`src/rtl/reimu_shot.sv`:
```
// reimu_shot: four-slot player shot pool with spawn cooldown.
// Shots spawn at the player position plus an x offset and then travel upward.
// A shot is retired when it leaves the top of the screen or is hit.
module reimu_shot #(
  parameter int unsigned SHOT_SPEED = 4,
  parameter int unsigned COOLDOWN   = 6,
  parameter int unsigned SPAWN_DX   = 16
) (
  input  logic        clk22,
  input  logic        gameover,
  input  logic        fire,
  input  logic [9:0]  reimux,
  input  logic [9:0]  reimuy,
  input  logic [3:0]  hit,
  output logic [3:0]  shot_valid,
  output logic [39:0] shotx,
  output logic [39:0] shoty,
  output logic [2:0]  shot_count
);

  localparam logic [9:0] SPEED_W = 10'(SHOT_SPEED);
  localparam logic [9:0] DX_W    = 10'(SPAWN_DX);
  localparam logic [3:0] COOL_W  = 4'(COOLDOWN);

  typedef enum logic {READY, COOL} state_e;

  state_e      state_q;
  logic [3:0]  cnt_q;
  logic [3:0]  valid_q, valid_d;
  logic [9:0]  x_q [4];
  logic [9:0]  x_d [4];
  logic [9:0]  y_q [4];
  logic [9:0]  y_d [4];
  logic [2:0]  count_q, count_d;
  logic        spawn_en;
  logic [1:0]  spawn_idx;

  // Spawn decision: free slots are judged on start-of-tick valid, so a slot
  // freed this tick is not reused until the next one.
  always_comb begin
    spawn_en  = (state_q == READY) && fire && (valid_q != '1);
    spawn_idx = '0;
    for (int unsigned k = 4; k > 0; k--) begin
      if (!valid_q[k-1]) spawn_idx = 2'(k - 1);
    end
  end

  // Per-slot next state: hit beats movement, spawn only into a free slot.
  always_comb begin
    count_d = '0;
    for (int unsigned k = 0; k < 4; k++) begin
      valid_d[k] = valid_q[k];
      x_d[k]     = x_q[k];
      y_d[k]     = y_q[k];
      if (valid_q[k]) begin
        if (hit[k]) begin
          valid_d[k] = 1'b0;
        end else if (y_q[k] >= SPEED_W) begin
          y_d[k] = y_q[k] - SPEED_W;
        end else begin
          valid_d[k] = 1'b0;
        end
      end else if (spawn_en && (spawn_idx == 2'(k))) begin
        valid_d[k] = 1'b1;
        x_d[k]     = reimux + DX_W;
        y_d[k]     = reimuy;
      end
      count_d = count_d + 3'(valid_d[k]);
    end
  end

  // Slot registers, live count and the READY/COOL cooldown FSM.
  always_ff @(posedge clk22) begin
    if (gameover) begin
      state_q <= READY;
      cnt_q   <= '0;
      valid_q <= '0;
      count_q <= '0;
      for (int unsigned k = 0; k < 4; k++) begin
        x_q[k] <= '0;
        y_q[k] <= '0;
      end
    end else begin
      valid_q <= valid_d;
      count_q <= count_d;
      for (int unsigned k = 0; k < 4; k++) begin
        x_q[k] <= x_d[k];
        y_q[k] <= y_d[k];
      end
      case (state_q)
        READY: begin
          if (spawn_en) begin
            state_q <= COOL;
            cnt_q   <= COOL_W;
          end
        end
        COOL: begin
          if (cnt_q <= 4'd1) begin
            state_q <= READY;
            cnt_q   <= '0;
          end else begin
            cnt_q <= cnt_q - 4'd1;
          end
        end
        default: begin
          state_q <= READY;
          cnt_q   <= '0;
        end
      endcase
    end
  end

  // Pack slot coordinates onto the flat output buses.
  always_comb begin
    shotx = '0;
    shoty = '0;
    for (int unsigned k = 0; k < 4; k++) begin
      shotx[10*k +: 10] = x_q[k];
      shoty[10*k +: 10] = y_q[k];
    end
  end

  assign shot_valid = valid_q;
  assign shot_count = count_q;

endmodule

```
`config.mk`:
```
export PLATFORM = sky130hd
export DESIGN_NAME = reimu_shot
export DESIGN_NICKNAME = d
export VERILOG_FILES = /design/src/rtl/reimu_shot.sv
export SDC_FILE = /design/constraint.sdc
export NUM_CORES = 1
export LEC_CHECK = 0
export ABC_AREA = 1
export CORE_UTILIZATION = 54
export DETAILED_ROUTE_END_ITERATION = 10
export PLACE_DENSITY = 0.86
export SETUP_SLACK_MARGIN = 0.05
export SLEW_MARGIN = 15
export SYNTH_ARGS = -nofsm -noshare
export SYNTH_HDL_FRONTEND = slang
export SYNTH_SLANG_ARGS = --single-unit
```
`constraint.sdc`:
```
create_clock -name clk22 -period 4.4 [get_ports clk22]
set_clock_uncertainty 0.1 [all_clocks]
set_input_delay 1.32 -clock clk22 [delete_from_list [all_inputs] [get_ports clk22]]
set_output_delay 1.32 -clock clk22 [all_outputs]
set_load 0.1 [all_outputs]
```
; Word-level counts from Yosys, hierarchy flattened
; Memories as Yosys holds them, arrays and structs flattened.
; Cells that the tools add are included.
; Widths: inputs -> output; s select.
[word_totals]
ff_bits = 12
ramBits = 80
inputBits = 27
output_inout_bits = 87
elab_cells = 102
mem_count = 2
[mem_list]
columns = name, words, width, rd, rd_clocked_by_memory_dff, wr, line
row1 = x_q, 4, 10, 4, 0, 4, 30  ; logic [9:0] x_q [4];
row2 = y_q, 4, 10, 4, 0, 4, 32  ; logic [9:0] y_q [4];
[classes]
add_sub_neg = 9
order_cmp = 5
n_eq_ne = 5
mux = 61
bitwise_logic = 9
n_reduce_logical = 7
[ops]
columns = operator, count
row1 = $mux 10, 32
row2 = $ge 10x3->1 const B, 4
row3 = $sub 10x3->10 const B, 4
row4 = $mux 1, 21
row5 = $add 10x5->10 const B, 1
row6 = $mux 2, 4
row7 = $mux 4, 2
row8 = $or 1x1->1, 8
row9 = $pmux 4 s2, 1
row10 = $logic_and 1x1->1, 6
row11 = $eq 2x2->1 const B, 2
row12 = $le 4x1->1 const B, 1
row13 = $ne 4x4->1 const B, 1
row14 = $sub 4x1->4 const B, 1
row15 = $add 2x1->3, 1
row16 = $add 3x1->3, 1
row17 = $add 1x1->2, 1
row18 = $eq 2x1->1 const B, 1
row19 = $logic_not 2->1, 1
row20 = $ne 2x2->1 const B, 1
row21 = $pmux 1 s2, 1
row22 = $not 1->1, 1

; Longest topological paths before layout
; Gate-level depths: netlist of run 1.
[logic_depth]
ltp_word = 11
ltp_mapped = 16

; Least setup slack after synthesis of run 1
; Ideal clock, no wire load.
[synth_path]
path_type = register to register
start = mem y_q[1][2]
end = reg count_q[1], in the netlist shot_count[1]
setup_ns = 0.128
arrival_time_ns = 3.094
path_slack_ns = 1.079
stages_incl_launch_ff = 16
path_buffers = 1
synth_period_minus_slack_ns = 3.321
path_cell_list = dfxtp_1 > inv_1 > ha_1 > inv_1 > nor2_1 > nand2_1 > nor2_1 > nand3_1 > nand3_2 > buf_6 > fa_1 > inv_1 > ha_1 > ha_1 > inv_1 > nor2_1
[synth_lines]
columns = item, line
row1 = "start, declared", 32
row2 = "end signal, assigned", 85  ; count_q <= count_d;
row3 = "end, declared", 34  ; logic [2:0] count_q, count_d;

; Worst setup path in the final report of run 1
[layout_path]
start = in fire
end = reg count_q[1], in the netlist shot_count[1]
[layout_between]
elab_chain_cells = 8
elab_cells_between_ends = 17
classes_between = add/sub (3) / mux (8) / reduce/logical (6)
[layout_rtl]
columns = item, line
row1 = "start, declared", 11  ; input logic fire,
row2 = $logic_and 1x1->1 (*) (2 in a row), 41  ; spawn_en = (state_q == READY) && fire && (valid_q != '1);
row3 = $logic_and 1x1->1, 63  ; end else if (spawn_en && (spawn_idx == 2'(k))) begin
row4 = $mux 1, 63
row5 = $mux 1, 55  ; if (valid_q[k]) begin
row6 = $add 1x1->2, 68  ; count_d = count_d + 3'(valid_d[k]);
row7 = $add 2x1->3, 68
row8 = $add 3x1->3 (*), 68
row9 = named net count_d[1], 34
; Mark *: on every way through the listed nets, which the timed path passes. The rest lies on a longest branch.
; A chain may end at the register's enable or synchronous reset.

==> out/results.tsv, run 1 <==
metric	value	unit
Worst setup SP type	input pin	
crit-path max cell delay	0.54	ns
Avg WL per Cell	14.7	um
placed insts	886	
Netlist cell types	32	
max_slew headroom	0.304	
CP required	4.54	ns
Min-Delay Path Depth	2	
Hold Slack	0.373	ns
row cnt	33	
largest net degree at the start of global routing	38	
I/O pin cnt	114	
Hold WC Path Type	reg2reg	
H-tree depth	3	
number of synthesized register bits	92	
max_cap viols	0	
CP dominant cell by count	inv_1	
RSZ-0062 raised after global routing	false	
DR vias	4791	
Worst Path Arrival	3.77	ns
LEAKAGE	2.68	nW
Setup Fix Bufs, Post-CTS	0	
Syn Area/Cell	6.82	um^2
CP bufs+invs	6	
CTS tree	built	
slowest CP cell	fa_1	
main area contributors after synthesis	dfxtp_1, nand2_1, nor2_1	
Worst-Skew Late Latency	0.37	ns
Yosys top cell area share	0.392	
crit path time final	3.63	ns
min-delay src	x_q[1][2]	
Finished Cell Area	6050	um^2
final cell count without fillers	902	
total gr overflow	0	
placed cell area	5820	um^2
delay-heaviest family, CP	adder cells	
Die Ht	95.3	um
status	completed	
worst setup path class	in2reg	
DRT antenna net count	0	
Post-synth EDFFs	0	
critical-path cell list	clkdlybuf4s50_1 -> inv_1 -> nor2_2 -> nand2_4 -> nor2_4 -> inv_4 -> nand2_4 -> inv_1 -> fa_1 -> inv_1 -> ha_1 -> ha_1 -> inv_1 -> nor2_1	
layout net count	833	
Worst Hold Path EP	x_q[1][2]	
vias per inst	5.31	
reg2reg path depth	14	
worst vdd ir	0.000203	V
mapped cell area	4700	um^2
sequential area share after synthesis	0.392	
leading area contributor after synthesis	dfxtp_1	
Die X	95.3	um
root buffer cell	clkbuf_8	
WL final	13.3	mm
global-route wire length before repair	21.0	mm
Reg clk slew, reported paths	0.09	ns
RePlAce Congestion	0.928	
DRT Pass-1 Iters	5	
Critical Path End Type	flip-flop	
Layout area overhead	28.6	%
reg-to-reg startpoint	y_q[1][2]	
Slew Viols, Final	0	
worst slack at placement	0.402	ns
# DRC	0	
reg-to-reg critical path endpoint	shot_count[1]	
Hold Buf Count CTS	0	
final worst slack	0.772	ns
Tot Pwr	2.17	mW
FMAX	276	MHz
die area	9080	um^2
Yosys warnings	0	
clock tree buffer depth	2	
detailed placement HPWL	9.80	mm
ys async rst share	0	
Initial Util	0.564	
clk sinks	92	
DRT iter0 DRCs	199	
initial antenna violation count	0	
Post-CTS Resized	0	
cells after synthesis	689	
core area	8340	um^2
count leader, synth	nand2_1	
Pwr Density	359	nW/um^2
fraction of layout cells with a size suffix above 1	0.0627	
Worst-Margin Slew	1.04	ns
setup tns final	0	ns
Tcrit/Tclk final	0.824	
CP max FO	16	
Util after Layout	0.725	
Synth Net Count	730	
GRT Util Overall	0.303	
Final setup viols	0	
cts bufs inserted	9	
Port Buffers	113	
top_reg_cell synth	dfxtp_1	
synth cell count leaders	nand2_1, nor2_1, dfxtp_1	
Fin. Hold Viols	0	
diode count	0	
vias in the first global route	4502	
Worst R2R Setup Slack	1.54	ns
[worst min-delay path, stage by stage (launching register included)]
cell	delay, ns
dfxtp_1	0.32
nand2_1	0.06
a21oi_1	0.05
[kinds of logic (layout without fill, tap and decap cells)]
| kind of cell | Yosys count | in the layout | synth area share |
|---|---|---|---|
| fa+ha+maj | 14 | 14 | 0.0389 |
| flops | 92 | 92 | 0.392 |
| xor+xnor | 5 | 5 | 0.00931 |
| buf+inv | 99 | 207 | 0.0971 |
| compound gates | 123 | 123 | 0.134 |
| simple gates | 356 | 356 | 0.329 |
[routing by layer]
layer / vias to the layer above / track usage / routed length [um]
met5: - / 0 / 0
met4: 0 / 0.140 / 381
met3: 34 / 0.0845 / 992
met2: 169 / 0.529 / 6400
met1: 2194 / 0.339 / 5500
li1: 2394 / - / -
[sequential cells by signal (all words and copies together) (netlist names)]
name,cells
y_q,40
shot_valid,4
shot_count,3
state_q,1
x_q,40
cnt_q,4
[cells in the final DEF, fill, tap and decap left out, types with 4 or more instances in the layout]
master           count
nand3_1             47
o21ai_0             62
buf_4                8
o22ai_1              4
inv_1               64
nand2_2              4
dfxtp_1             92
clkbuf_8             9
xor2_1               5
a21oi_1             51
ha_1                13
nand2_1            166
clkdlybuf4s50_1    110
nor3b_1              5
nor2_1             117
[where the power goes]
| group | total, mW | leakage (nW) | switching (mW) | internal, mW |
|---|---|---|---|---|
| sequential | 0.912 | 0.748 | 0.0413 | 0.871 |
| clock | 0.652 | 0.115 | 0.324 | 0.328 |
| combinational | 0.608 | 1.82 | 0.449 | 0.158 |
| total | 2.17 | 2.68 | 0.814 | 1.36 |
[worst max path at each step]
stage / end / depth (start not counted) / startpoint / slack, ns
detailed placement: shot_count[1] / 14 / fire / 0.40
finish: shot_count[1] / 14 / fire / 0.77
floorplan: shot_count[1] / 15 / y_q[1][2] / 1.08
global placement: shot_count[1] / 14 / fire / 0.46
CTS: shot_count[1] / 14 / fire / 0.78
global route: shot_count[1] / 14 / fire / 0.64
[layout make-up]
| cell class | count | area (um^2) |
|---|---|---|
| Inverter | 73 | 282 |
| Fill cell | 706 | 2290 |
| Sequential cell | 92 | 1840 |
| Timing Repair Buffer | 118 | 1160 |
| Multi-Input combinational cell | 498 | 2400 |
| Tap cell | 105 | 131 |
| Clock buffer | 9 | 124 |
| Clock inverter | 7 | 104 |
No activity file was read; power rests on OpenSTA's default activity.
==> run 2: changes to the inputs <==
--- a/config.mk
+++ b/config.mk
@@ -6,9 +6,9 @@
 export NUM_CORES = 1
 export LEC_CHECK = 0
 export ABC_AREA = 1
-export CORE_UTILIZATION = 54
+export CORE_UTILIZATION = 50
 export DETAILED_ROUTE_END_ITERATION = 10
-export PLACE_DENSITY = 0.86
+export PLACE_DENSITY = 0.81
 export SETUP_SLACK_MARGIN = 0.05
 export SLEW_MARGIN = 15
 export SYNTH_ARGS = -nofsm -noshare
==> constraint.sdc (replaced) <==
create_clock -name clk22 -period 3.4 [get_ports clk22]
set_clock_uncertainty 0.1 [all_clocks]
set_input_delay 1.02 -clock clk22 [delete_from_list [all_inputs] [get_ports clk22]]
set_output_delay 1.02 -clock clk22 [all_outputs]
set_load 0.1 [all_outputs]
==> out/results.tsv, run 2 (same netlist as run 1, synthesis figures left out) <==
metric	value	unit
top flop regs	x_q (40), y_q (40)	
Pwr Density	468	nW/um^2
worst setup path class	in2reg	
most frequent cells in the layout	nand2_1, nor2_1, buf_4, dfxtp_1, inv_1	
RePlAce Congestion	0.873	
Hold WC Path Type	reg2reg	
Tcrit/Tclk final	0.895	
DRT Pass-1 Iters	5	
GRT Util Overall	0.270	
Critical Path Start	fire	
max_slew headroom	0.650	
vias in the first global route	4422	
Critical Path End Type	flip-flop	
crit-path max cell delay	0.53	ns
total gr overflow	0	
clock tree buffer depth	2	
commonest non-fill, non-tap cell in the layout	nand2_1	
WL final	13.3	mm
die area	9800	um^2
slowest CP cell	fa_1	
Initial Util	0.514	
Reg clk slew, reported paths	0.10	ns
FMAX	329	MHz
Port Buffers	113	
Post-CTS Resized	0	
CP required	3.55	ns
reg-to-reg critical path endpoint	shot_count[1]	
Layout area overhead	25.7	%
Worst-Margin Slew	0.525	ns
Setup Fix Bufs, Post-CTS	0	
CP endpoint	shot_count[1]	
final worst slack	0.356	ns
DR vias	4885	
clk sinks	92	
initial antenna violation count	0	
Die X	99.0	um
Avg WL per Cell	14.5	um
worst vdd ir	0.000330	V
status	completed	
root buffer cell	clkbuf_8	
core area	9150	um^2
cts bufs inserted	9	
row cnt	35	
# DRC	0	
diode count	0	
CTS tree	built	
reg2reg path depth	16	
layout net count	844	
CP dominant cell by count	inv_1	
LEAKAGE	2.89	nW
max_cap viols	0	
CP max FO	2	
detailed placement HPWL	9.79	mm
reg-to-reg startpoint	y_q[0][2]	
RSZ-0062 raised after global routing	false	
I/O pin cnt	114	
global-route wire length before repair	20.9	mm
Hold Buf Count CTS	0	
Worst R2R Setup Slack	0.72	ns
Worst setup SP type	input pin	
Util after Layout	0.646	
crit path time final	3.04	ns
Worst-Skew Late Latency	0.37	ns
H-tree depth	3	
largest net degree at the start of global routing	38	
worst slack at placement	-0.0334	ns
Final setup viols	0	
Die Ht	99.0	um
Fin. Hold Viols	0	
Worst Path Arrival	3.20	ns
fraction of layout cells with a size suffix above 1	0.179	
Min-Delay Path Depth	2	
DRT antenna net count	0	
critical-path cell list	clkdlybuf4s50_1 -> inv_1 -> nor2_2 -> nand2_4 -> nor2_4 -> inv_4 -> nand2_4 -> inv_1 -> fa_1 -> inv_1 -> ha_1 -> ha_1 -> inv_1 -> nor2_1	
Slew Viols, Final	0	
DRT iter0 DRCs	280	
vias per inst	5.32	
-- run 2: cell count changes in the layout (fill, tap and decap cells not counted) --
cell	delta
buf_4	+95
bufinv_16	-1
clkdlybuf4s50_1	-84
clkinv_4	-1
inv_8	+2
-- run 2: cell type report --
type	instances	area (um^2)
sequential	92	1840
fill	839	3240
clock inverter	7	87.6
multi-input combinational	498	2400
inverter	73	282
tap	111	139
clock buffer	9	124
timing repair buffer	129	1030
-- run 2: worst max-delay path, delay by kind of cell --
| kind | cells | cell delay (ns) |
|---|---|---|
| simple gates | 5 | 0.44 |
| buf+inv | 6 | 0.77 |
| fa+ha+maj | 3 | 0.96 |
-- run 2: where the power goes --
part / switching, mW / internal [mW] / total, mW
Combinational: 0.590 / 0.202 / 0.791
Sequential: 0.0471 / 1.13 / 1.17
Clock: 0.441 / 0.360 / 0.800
Total: 1.08 / 1.69 / 2.77
-- run 2: per-layer routing --
metal,track usage,wire (um),vias up
li1,-,-,2417
met1,0.321,5340,2207
met2,0.451,6270,228
met3,0.0851,1340,33
met4,0.114,359,0
met5,0,0,-
-- run 2: worst min path at each step --
stage | from | to | slack [ns]
after floorplan | cnt_q[0] | cnt_q[0] | 0.36
after global placement | x_q[0][6] | x_q[0][6] | 0.35
after detailed placement | x_q[2][3] | x_q[2][3] | 0.36
after CTS | x_q[1][1] | x_q[1][1] | 0.37
after global routing | x_q[2][1] | x_q[2][1] | 0.40
final | x_q[1][1] | x_q[1][1] | 0.37
-- run 2: per-stage QoR --
step / setup TNS (ns) / cells / power [mW] / hold slack [ns] / area [um^2]
floorplan: 0 / 689 / 1.79 / 0.359 / 4700
global placement: -0.00223 / 903 / 1.97 / 0.349 / 5700
detailed placement: -0.0334 / 903 / 1.99 / 0.359 / 5700
CTS: 0 / 919 / 2.78 / 0.375 / 5910
global route: 0 / 919 / 2.89 / 0.397 / 5910
finish: 0 / 919 / 2.77 / 0.371 / 5910
